**src/rtl/width_upsizer_buffer.sv**
```systemverilog
// Packs RATIO narrow WIDTH-bit words into one wide word behind write_enable/full, read_enable/empty handshakes.
// Optional partial-word flush with lane count is enabled by defining WIDTH_UPSIZER_BUFFER_FLUSH_EN.
module width_upsizer_buffer #(
   parameter int WIDTH = 8,
   parameter int RATIO = 4
) (
   input  logic                     clock,
   input  logic                     reset,
   input  logic                     write_enable,
   input  logic [WIDTH-1:0]         write_data,
   output logic                     full,
   input  logic                     read_enable,
   output logic [RATIO*WIDTH-1:0]   read_data,
`ifdef WIDTH_UPSIZER_BUFFER_FLUSH_EN
   input  logic                     flush,
   output logic [$clog2(RATIO+1)-1:0] read_count,
`endif
   output logic                     empty
);

   localparam int CNT_W = ($clog2(RATIO) < 1) ? 1 : $clog2(RATIO);
   localparam int SW    = (RATIO-1)*WIDTH;
   localparam logic [CNT_W-1:0] LAST = CNT_W'(RATIO-1);

   logic [CNT_W-1:0]       cnt_q,   cnt_d;
   logic [SW-1:0]          stage_q, stage_d;
   logic [RATIO*WIDTH-1:0] out_q,   out_d;
   logic                   ovld_q,  ovld_d;
   logic                   wr_acc, rd_acc, complete;

   assign full      = ovld_q && (cnt_q == LAST);
   assign empty     = !ovld_q;
   assign read_data = out_q;
   assign wr_acc    = write_enable && !full;
   assign rd_acc    = read_enable && ovld_q;
   assign complete  = wr_acc && (cnt_q == LAST);

`ifdef WIDTH_UPSIZER_BUFFER_FLUSH_EN
   localparam int RC_W = $clog2(RATIO+1);
   logic [RC_W-1:0] rc_q, rc_d, eff_cnt;
   logic            flush_go;
   assign read_count = rc_q;
`endif

   always_comb begin
      cnt_d   = cnt_q;
      stage_d = stage_q;
      out_d   = out_q;
      ovld_d  = ovld_q;
      if (wr_acc && !complete) begin
         for (int i = 0; i < RATIO-1; i++) begin
            if (cnt_q == CNT_W'(i)) stage_d[i*WIDTH +: WIDTH] = write_data;
         end
         cnt_d = cnt_q + CNT_W'(1);
      end
      if (complete) begin
         // The last lane comes straight from write_data so the word is ready next cycle.
         out_d  = {write_data, stage_q};
         ovld_d = 1'b1;
         cnt_d  = '0;
      end else if (rd_acc) begin
         ovld_d = 1'b0;
      end
`ifdef WIDTH_UPSIZER_BUFFER_FLUSH_EN
      rc_d     = rc_q;
      eff_cnt  = RC_W'(cnt_q) + RC_W'(wr_acc && !complete);
      flush_go = flush && !complete && (eff_cnt != '0) && (!ovld_q || rd_acc);
      if (complete) rc_d = RC_W'(RATIO);
      if (flush_go) begin
         // Lanes above the count may hold stale data from an earlier word; zero them.
         out_d = '0;
         for (int i = 0; i < RATIO-1; i++) begin
            if (i < int'(eff_cnt)) out_d[i*WIDTH +: WIDTH] = stage_d[i*WIDTH +: WIDTH];
         end
         ovld_d = 1'b1;
         cnt_d  = '0;
         rc_d   = eff_cnt;
      end
`endif
   end

   always_ff @(posedge clock or posedge reset) begin
      if (reset) begin
         cnt_q   <= '0;
         stage_q <= '0;
         out_q   <= '0;
         ovld_q  <= 1'b0;
`ifdef WIDTH_UPSIZER_BUFFER_FLUSH_EN
         rc_q    <= '0;
`endif
      end else begin
         cnt_q   <= cnt_d;
         stage_q <= stage_d;
         out_q   <= out_d;
         ovld_q  <= ovld_d;
`ifdef WIDTH_UPSIZER_BUFFER_FLUSH_EN
         rc_q    <= rc_d;
`endif
      end
   end

endmodule

```
**config.mk**
```make
export PLATFORM = sky130hd
export DESIGN_NAME = width_upsizer_buffer
export DESIGN_NICKNAME = d
export VERILOG_FILES = /design/src/rtl/width_upsizer_buffer.sv
export SDC_FILE = /design/constraint.sdc
export NUM_CORES = 1
export LEC_CHECK = 0
export BUFFER_PORTS_ARGS = -buffer_cell sky130_fd_sc_hd__buf_2
export CAP_MARGIN = 20
export CORE_ASPECT_RATIO = 2
export CORE_MARGIN = 4
export CORE_UTILIZATION = 40
export CTS_CLUSTER_SIZE = 40
export DETAILED_ROUTE_END_ITERATION = 7
export GPL_TIMING_DRIVEN = 0
export MAX_ROUTING_LAYER = met4
export SYNTH_ARGS = -nofsm -noshare
export SYNTH_HDL_FRONTEND = slang
export SYNTH_SLANG_ARGS = --single-unit
```
**constraint.sdc**
```tcl
create_clock -name clock -period 3.01 [get_ports clock]
set_input_delay 0.4515 -clock clock [delete_from_list [all_inputs] [get_ports clock]]
set_output_delay 0.4515 -clock clock [all_outputs]
set_load 0.03 [all_outputs]
```
# Word-level counts from Yosys, hierarchy flattened
# Index checks and enable logic that the tools add are counted.
[totals]
mem_count = 0
ff_bits = 59
word_cells = 28
output_inout_bits = 34
ramBits = 0
mem_bits_ro = 0
latchBits = 0
[classes]
bitwise_logic = 0
magnitude_cmp = 0
n_eq_ne = 3
n_addsub = 1
div_mod_pow = 0
shift = 0
mul = 0
mux = 4
n_reduce_logical = 14
[ops]
columns = ["op", "count"]
rows = [
  ["$reduce_and A2 Y1", 3],
  ["$logic_and A1 B1 Y1", 5],
  ["$eq A2 B2 Y1 const B", 2],
  ["$mux W2", 2],
  ["$reduce_bool A2 Y1", 2],
  ["$logic_not A1 Y1", 3],
  ["$add A2 B1 Y2 const B", 1],
  ["$eq A2 B1 Y1 const B", 1],
  ["$logic_not A2 Y1", 1],
  ["$mux W1", 2],
]

# Logic depth before layout (Yosys ltp)
[depth]
word_depth = 9
ltp_mapped = 4

# Worst setup path after synthesis
# No wires, ideal clock.
[synth_timing]
path_type = "flip-flop to output port"
start = "register cnt_q[0]"
end = "output full"
setup_slack_ns = 1.612
n_path_buf = 0
t_arrival_ns = 0.947
required_ns = 2.558
path_stages_with_launch = 3
path_cell_list = "dfrtp_1 -> ha_1 -> and2_1"
[synth_via]
elab_chain_cells = 2
[synth_lines]
columns = ["item", "line", "rtl"]
rows = [
  ["start: declaration", "25", "logic [CNT_W-1:0] cnt_q, cnt_d;"],
  ["start signal: assignment", "92", "cnt_q <= cnt_d;"],
  ["$eq A2 B2 Y1", "31", "assign full = ovld_q && (cnt_q == LAST);"],
  ["$logic_and A1 B1 Y1", "31", ""],
  ["end: declaration", "11", "output logic full,"],
]
# No other way between the ends.

# Final worst setup path
[layout_timing]
start = "register cnt_q[1]"
end = "output full"
# Same word-level chain as after synthesis.

==> results.txt <==
status -> finished, final reports clean
drt wl/cell -> 18.1 um
flop2flop setup slack -> 1420 ps
Syn Inst Count -> 137
hpwl dp -> 3300 um
vias in the first global route -> 1,490
drc violations -> 0
mux contribution to synthesized area -> 31.0%
largest family of logic cells by synthesized area -> multiplexers
cts hold-fix bufs -> 0
Worst setup EP type -> output pin
synth unique cells -> 13
Reg2Reg Depth -> 3
hold crit path type -> in -> async
GRT Util Overall -> 14.4%
Ports -> 46
WS Path Type -> reg -> out
CTS tree -> done
commonest non-fill, non-tap cell in the layout -> dfrtp_1
Internal -> 2780 uW
number of diodes -> 0
first-pass GRT wire length -> 7760 um
adder-cell share of the synthesized area -> 2.07%
port bufs -> 44
postcts setup bufs -> 0
DRT Pass-1 Iters -> 2
post-synthesis simple-gate area fraction -> 2.84%
share of layout cells above drive strength 1 -> 64.1%
Pwr Density -> 1360 nW/um^2
worst slew pin tran -> 489 ps
final setup vio count -> 0
Seq/Total Area, Yosys -> 61.0%
grt total ovfl -> 0
Core Footprint -> 5810 sq um
clock-pin slew on the worst setup and hold paths -> 50 ps
syn nets -> 153
post-synthesis compound-gate area fraction -> 0.724%
largest net degree at the start of global routing -> 38
Pins Over Slew Limit -> 0
register area -> 1480 sq um
Comb pwr share -> 38.1%
Fill cells -> 475
Clock power frac -> 27.8%
WP data required -> 2560 ps
total CTS buffers -> 9
Starting Density -> 41.7%
Final Util -> 53.0%
CP arrival -> 1390 ps
Min Clock Period, post-route -> 1840 ps
Die X-Extent -> 63.0 um
R2R Path Start -> cnt_q[1]$_DFFE_PP0P_
Sequential Power Share -> 34.1%
CTS Sinks -> 59
Final GP Congestion -> 0.716
Std-Cell Rows -> 39
Post-Syn Area -> 2420 sq um
Final ANT Viol Nets -> 0
synthesized area per cell -> 17.7 sq um
setup TNS -> 0 ps
Finished Layout Cells -> 259
RSZ-0062 raised after global routing -> no
Max VDD drop -> 0.000779 V
sw frac -> 33.4%
commonest non-fill, non-tap cells in the layout -> dfrtp_1 (59), buf_2 (44), mux2_4 (29)
net load switching power -> 1400 uW
Slew HR -> 67.4%
Hold WS -> 147 ps
maximum clock path buffer count -> 2
max cap viols -> 0
via count -> 1,310
synthesized flop and latch total -> 59
startpoint types -> register
Final Cell Area -> 3080 sq um
root buffer cell -> clkbuf_16
DR vias/cell -> 5.06
Final Hold Fails -> 0
Fmax achieved -> 543 MHz
Clock Skew -> 5.17 ps
Initial DRC Count -> 29
H-tree depth -> 3
Synthesis Warnings -> 0
Reg-to-Reg End -> stage_q[18]$_DFFE_PP0P_
die height -> 118 um
fin nets -> 209
leak pwr -> 0.00158 uW
multi-input logic area -> 887 sq um
final WL -> 4680 um
initial antenna violation count -> 0
Synth Area in XOR/XNOR -> 0%
DP Cell Count -> 243
Final Cycle Share -> 61.2%
Placed Area -> 2740 sq um
CP Max Fanout -> 7
Area Growth Syn to Fin -> 27.2%
Post-CTS Resized -> 0
die area -> 7430 sq um
Clock Latency Late Sink -> 320 ps
==> registers in the layout, indices dropped and copies added, names as in the netlist <==
name,count
cnt_q,2
stage_q,24
read_data,32
ovld_q,1
==> routing by layer <==
layer | routed length, um | global-route usage [%] | up-vias
met5 | 0 | - | -
met4 | 125 | 7.33 | 0
met3 | 171 | 4.49 | 10
met2 | 2630 | 24.3 | 34
met1 | 1750 | 14.9 | 673
li1 | - | - | 593
==> power groups by stage <==
stage,combinational [uW],clock [uW],sequential [uW]
after floorplan,794,0,1820
after global placement,1560,0,1410
after detailed placement,1610,0,1440
after CTS,1620,1180,1430
after global routing,1690,1220,1480
final,1590,1160,1430
==> logic make-up (layout without fill, tap and decap cells) <==
| kind of cell | after synthesis | in the layout |
|---|---|---|
| compound gates | 3 | 3 |
| flops | 59 | 59 |
| mux | 57 | 57 |
| fa+ha+maj | 4 | 4 |
| buf+inv | 8 | 69 |
| simple gates | 6 | 6 |
==> area by class of cell <==
type,count,area share (%)
clock buffers,11,7.88
repair buffers,45,7.80
inverters,4,0.488
flip-flops and latches,59,47.9
well taps,61,2.48
plain buffers,4,1.34
clock inverters,5,3.25
multi-input cells,70,28.8
==> metrics by stage <==
stage	power, uW	setup WS, ps
after floorplan	2620	1100
after global placement	2970	543
after detailed placement	3050	1410
after CTS	4230	1170
after global routing	4390	1100
final	4180	1170
==> critical path, stage by stage, from the launching register on <==
cell	delay, ps
dfrtp_1	400
ha_1	310
and2_1	160
buf_2	190
==> worst max path at each step <==
stage,end,start
after floorplan,cnt_q[0]$_DFFE_PP0P_,reset
after global placement,read_data[19]$_DFFE_PP0P_,reset
after detailed placement,stage_q[5]$_DFFE_PP0P_,cnt_q[0]$_DFFE_PP0P_
after CTS,full,cnt_q[1]$_DFFE_PP0P_
after global routing,full,cnt_q[1]$_DFFE_PP0P_
final,full,cnt_q[1]$_DFFE_PP0P_
==> cells in the mapped netlist <==
cell | instances | area, sq um
and2_1 | 1 | 6.26
mux2_2 | 28 | 315
o21ai_0 | 2 | 10.0
nand3b_2 | 3 | 33.8
a21boi_0 | 1 | 7.51
dfrtp_1 | 59 | 1480
nand3b_4 | 1 | 20.0
inv_1 | 4 | 15.0
or3b_2 | 1 | 8.76
buf_6 | 3 | 33.8
buf_4 | 1 | 7.51
ha_1 | 4 | 50.1
mux2_4 | 29 | 435
(Power assumes the default switching activity.)
